## src/rtl/cpu_pkg.sv

```systemverilog
// Shared control-unit definitions: opcode encoding, register commands and
// the program sequencer state encoding.
package cpu_pkg;

    localparam logic [2:0] OP_HALT    = 3'b000;
    localparam logic [2:0] OP_CLDRD   = 3'b001;
    localparam logic [2:0] OP_ADDLD   = 3'b010;
    localparam logic [2:0] OP_ADD     = 3'b011;
    localparam logic [2:0] OP_DIV2    = 3'b100;
    localparam logic [2:0] OP_DISPLAY = 3'b101;

    // Register commands driven by the control unit onto Tx/Ty/Tz/tula
    localparam logic [2:0] HOLD   = 3'd0;
    localparam logic [2:0] LOAD   = 3'd1;
    localparam logic [2:0] SHIFTR = 3'd2;
    localparam logic [2:0] SHIFTL = 3'd3;
    localparam logic [2:0] RESET  = 3'd4;

    typedef enum logic [1:0] {
        IDLE = 2'd0,
        RUN  = 2'd1,
        DONE = 2'd2
    } seq_state_t;

endpackage

```

## src/rtl/prog_mem.sv

```systemverilog
// Program word store: synchronous write, combinational read, no reset so the
// loaded program survives a sequencer reset.
module prog_mem #(
    parameter int DEPTH  = 16,
    parameter int DATA_W = 4,
    parameter int AW     = $clog2(DEPTH)
) (
    input  logic              clk,
    input  logic              we,
    input  logic [AW-1:0]     waddr,
    input  logic [2:0]        wopcode,
    input  logic [DATA_W-1:0] woperand,
    input  logic [AW-1:0]     raddr,
    output logic [2:0]        ropcode,
    output logic [DATA_W-1:0] roperand
);

    logic [2:0]        op_mem  [DEPTH];
    logic [DATA_W-1:0] opd_mem [DEPTH];

    always_ff @(posedge clk) begin
        if (we) begin
            op_mem[waddr]  <= wopcode;
            opd_mem[waddr] <= woperand;
        end
    end

    assign ropcode  = op_mem[raddr];
    assign roperand = opd_mem[raddr];

endmodule

```

## src/rtl/program_sequencer.sv

```systemverilog
// Issues one stored instruction per clock to the control unit from address 0
// until a HALT word or the last address; stall inserts a 000 bubble.
module program_sequencer
    import cpu_pkg::*;
#(
    parameter int PROG_DEPTH = 16,
    parameter int DATA_W     = 4,
    localparam int AW        = $clog2(PROG_DEPTH)
) (
    input  logic              clk,
    input  logic              rst,
    input  logic              prog_we,
    input  logic [AW-1:0]     prog_addr,
    input  logic [2:0]        prog_opcode,
    input  logic [DATA_W-1:0] prog_operand,
    input  logic              start,
    input  logic              stall,
    output logic [2:0]        opcode,
    output logic [DATA_W-1:0] operand,
    output logic [AW-1:0]     pc,
    output logic              busy,
    output logic              done,
    output logic [AW:0]       issued_cnt
);

    seq_state_t        state, state_next;
    logic [AW-1:0]     pc_next;
    logic [2:0]        opcode_next;
    logic [DATA_W-1:0] operand_next;
    logic [AW:0]       cnt_next;
    logic              mem_we;
    logic [2:0]        rd_opcode;
    logic [DATA_W-1:0] rd_operand;

    prog_mem #(
        .DEPTH  (PROG_DEPTH),
        .DATA_W (DATA_W),
        .AW     (AW)
    ) u_mem (
        .clk      (clk),
        .we       (mem_we),
        .waddr    (prog_addr),
        .wopcode  (prog_opcode),
        .woperand (prog_operand),
        .raddr    (pc),
        .ropcode  (rd_opcode),
        .roperand (rd_operand)
    );

    always_ff @(posedge clk or posedge rst) begin
        if (rst) state <= IDLE;
        else     state <= state_next;
    end

    // Opcode/operand default to 000/0 so the bus is clean between issues
    always_comb begin
        state_next   = state;
        pc_next      = pc;
        opcode_next  = OP_HALT;
        operand_next = '0;
        cnt_next     = issued_cnt;
        mem_we       = 1'b0;
        case (state)
            IDLE: begin
                mem_we = prog_we;
                if (start) begin
                    state_next = RUN;
                    pc_next    = '0;
                    cnt_next   = '0;
                end
            end
            RUN: begin
                if (!stall) begin
                    if (rd_opcode == OP_HALT) begin
                        state_next = DONE;
                    end else begin
                        opcode_next  = rd_opcode;
                        operand_next = rd_operand;
                        cnt_next     = issued_cnt + (AW+1)'(1);
                        if (&pc) begin
                            pc_next    = '0;
                            state_next = DONE;
                        end else begin
                            pc_next = pc + AW'(1);
                        end
                    end
                end
            end
            DONE:    state_next = IDLE;
            default: state_next = IDLE;
        endcase
    end

    always_ff @(posedge clk or posedge rst) begin
        if (rst) begin
            pc         <= '0;
            opcode     <= OP_HALT;
            operand    <= '0;
            issued_cnt <= '0;
        end else begin
            pc         <= pc_next;
            opcode     <= opcode_next;
            operand    <= operand_next;
            issued_cnt <= cnt_next;
        end
    end

    assign busy = (state == RUN);
    assign done = (state == DONE);

endmodule

```

## config.mk

```make
export PLATFORM = sky130hd
export DESIGN_NAME = program_sequencer
export DESIGN_NICKNAME = d
export VERILOG_FILES = /design/src/rtl/cpu_pkg.sv /design/src/rtl/prog_mem.sv /design/src/rtl/program_sequencer.sv
export SDC_FILE = /design/constraint.sdc
export NUM_CORES = 1
export LEC_CHECK = 0
export BUFFER_PORTS_ARGS = -buffer_cell sky130_fd_sc_hd__buf_2
export CAP_MARGIN = 40
export CORE_ASPECT_RATIO = 1.4
export CORE_UTILIZATION = 46
export CTS_CLUSTER_DIAMETER = 80
export CTS_CLUSTER_SIZE = 40
export DETAILED_ROUTE_END_ITERATION = 10
export PLACE_DENSITY = 0.71
export SETUP_SLACK_MARGIN = 0.4
export SLEW_MARGIN = 0
export SYNTH_ARGS = -nofsm -noshare
export SYNTH_HDL_FRONTEND = slang
export SYNTH_SLANG_ARGS = --single-unit
export TNS_END_PERCENT = 100
```

## constraint.sdc

```tcl
create_clock -name clk -period 4.7 [get_ports clk]
set_clock_uncertainty 0.05 [all_clocks]
set_input_delay 0.705 -clock clk [delete_from_list [all_inputs] [get_ports clk]]
set_output_delay 0.705 -clock clk [all_outputs]
set_load 0.005 [all_outputs]
```

==> results by group <==
STA
  • Achievable frequency: 0.350 GHz
  • RSZ-0062 raised after global routing: no
  • Final worst path period share: 0.608
  • Fin worst setup slack: 1.84 ns
  • Worst slew pin tran: between 0.9 and 1 ns
  • Setup TNS: 0 ns
  • Pins Over Slew Limit: 0
  • Final critical-path required period: approximately 2.9 ns
  • Slew HR: 0.380
  • Final setup viols: 0
  • Hold Fails Final Rpt: 0

GRT
  • Vias in the first global route: about 2,800
  • First-pass GRT wire length: roughly 17 mm
  • Gr ovfl total: 0
  • Initial antenna violation count: 0
  • GR Util All Layers: 0.205
  • Largest net degree at the start of global routing: 24

Final layout
  • Ant. Diodes: 0
  • Fraction of layout instances using a drive strength above 1: 0.338
  • Post-layout net count: 354
  • Area Overhead vs Synth: 19.2%
  • Filler cells: 809

Worst setup path
  • Crit Path Category: reg -> reg
  • Critical path data arrival time: 2.93 ns
  • Element type at the critical path start: register
  • CP cell instances: nor4bb_1 -> nand2_1 -> nor3_1 -> buf_2
  • Crit end category: register
  • Critical path's slowest cell: nor4bb_1
  • Reg2reg start: state[0]
  • CP max FO: 13
  • Worst r2r path cells: 4
  • CP Launch Point: state[0]
  • Worst endpoint required time: 4.77 ns
  • CP max stage delay: 0.85 ns
  • R2R Setup Slk: 1.84 ns
  • R2R Path End: u_mem.opd_mem[3][2]
  • Worst Setup EP: u_mem.opd_mem[3][2]

Clocking
  • H-Tree Depth: 4
  • CTS Buf Count: 17
  • Clock slew at reported path FFs: 0.06 ns
  • Clock latency on the worst-skew pair: 0.41 ns
  • Post-CTS setup buffers: 0
  • Hold-fix buffer count after cts: 0
  • CTS root buf: clkbuf_16
  • Resize count post-CTS: 0
  • Clock Sinks: 130
  • Max Root-Sink Buffers: 2
  • CTS tree: yes

Synth
  • Ys async rst share: 0.138
  • Sequential fraction of the synthesis area: 0.726
  • Cell area after synthesis: 0.00525 mm^2
  • Syn_area_per_cell: 18.7 um^2
  • Mapped Nets: 299
  • Synth top area share: 0.640
  • Register bit total from synthesis: 130
  • Synth cell types: 40
  • Number of flops mapped to enable cells by yosys: roughly 110
  • Yosys Warn Count: 0
  • Synth cell count leaders: 112 x edfxtp_1, 31 x mux4_2, 20 x nor2_1, 18 x dfrtp_1, 13 x nand2_1
  • Post-Synthesis Cells: 281
  • Predominant post-synthesis flop cell: edfxtp_1
  • Top cells by area, synth: edfxtp_1 64%, mux4_2 13%, dfrtp_1 8.6%, nor2_1 1.4%, nand3_1 1.0%
  • Yosys top cell by area: edfxtp_1
  • Most frequent cell after synthesis: edfxtp_1

Flow run
  • Max Cap Viol: 0

Detailed routing
  • Drt initial violations: between 200 and 250
  • Post-route DRC violation count: 0
  • Number of iterations in the first detailed-routing pass: 4
  • Total Wirelength: approximately 11 mm
  • Antenna Nets Post-Route: 0
  • WL per Instance: 22.5 um
  • Vias per inst: 5.70
  • Routed vias: 2,792

Power and ir drop
  • VDD IR max: ~0.29 mV
  • Cell Pwr Density: approximately 600 mW/mm^2
  • Leakage dissipation: 0.00220 uW

Die
  • Total die area: 0.0119 mm^2
  • Die width: 92.3 um
  • # IOs: 34
  • Initial core utilization: 0.478
  • Core Rows: between 40 and 50
  • Die height: 128 um
  • Core ar.: 0.0110 mm^2

Min path
  • Hold crit path type: in -> async

Placed design
  • GP Congestion: 0.766
  • Detailed Place HPWL: 7.37 mm
  • Port buffer count: 33
  • Worst slack, placed: 1.69 ns

Run status
  • Status: finished, final reports clean
[per-layer routing]
metal  up-vias  GRT usage  share of wire
met1      1418      0.252           0.40
li1       1237          -              -
met3        16     0.0556          0.059
met2       121      0.343           0.53
met4         0     0.0864          0.019
met5         -          0              0
[worst max-delay path, delay by kind of cell, from the launching register on]
kind	cells	cell delay, ns
AND/OR/NAND/NOR	3	1.72
flip-flops	1	0.52
buffers and inverters	1	0.29
[final cells by class]
type                    instances  area, um^2  area share
flip-flops and latches        130        3810       0.609
well taps                     141         176      0.0282
clock buffers                  27         577      0.0921
repair buffers                 46         293      0.0468
inverters                       7        26.3     0.00420
multi-input cells             134        1340       0.214
clock inverters                 5        32.5     0.00519
[sequential cells by signal, summed over array words and instances, names as in the netlist]
signal / flops
u_mem.opd_mem: 64
u_mem.op_mem: 48
issued_cnt: 5
operand: 4
pc: 4
opcode: 3
state: 2
[placed cells by master (no fill, tap or decap), types with 3 or more instances in the layout]
master | netlist | routed
clkinv_2 | 0 | 3
nor2_1 | 20 | 20
buf_4 | 0 | 6
dfrtp_1 | 18 | 17
nand2b_1 | 8 | 8
edfxtp_1 | 112 | 112
inv_1 | 7 | 7
mux4_2 | 31 | 31
buf_2 | 2 | 37
and2_1 | 4 | 4
clkbuf_8 | 0 | 5
clkbuf_16 | 0 | 20
nand2_1 | 13 | 13
a31oi_1 | 3 | 3
nor3_1 | 6 | 6
a21oi_1 | 3 | 3
nor2b_1 | 6 | 6
nand3_1 | 11 | 11
[stage by stage]
| step | util | power, uW | hold WS (ns) | cells | cell area (um^2) |
|---|---|---|---|---|---|
| after floorplan | - | 2160 | 0.467 | 281 | 5250 |
| after global placement | 0.503 | 2350 | 0.468 | 445 | 5530 |
| after detailed placement | 0.515 | 2430 | 0.497 | 458 | 5650 |
| after CTS | 0.570 | 3740 | 0.354 | 490 | 6260 |
| after global routing | 0.570 | 3880 | 0.407 | 490 | 6260 |
| final | 0.570 | 3710 | 0.341 | 490 | 6260 |
[cells by family after synthesis]
kind of cell / share of synthesized area
flops: 0.726
mux: 0.141
buf+inv: 0.0183
compound gates: 0.0357
fa+ha+maj: 0.00476
simple gates: 0.0741
[how the worst min path moves through the flow]
| stage | start | end | cells after the start |
|---|---|---|---|
| 2_1_floorplan | issued_cnt[0] | issued_cnt[0] | 1 |
| 3_3_place_gp | issued_cnt[0] | issued_cnt[0] | 1 |
| 3_5_place_dp | issued_cnt[0] | issued_cnt[0] | 1 |
| 4_1_cts | rst | operand[2] | 2 |
| 5_1_grt | rst | operand[2] | 2 |
| 6_report | rst | operand[1] | 2 |
[report_power, final]
part | total [uW] | leakage (uW) | internal, uW | switching, uW
logic | 972 | 0.000666 | 490 | 482
clock network | 1300 | 0.000305 | 840 | 463
registers | 1440 | 0.00123 | 1330 | 109
Power figures use the tool's default switching activity.
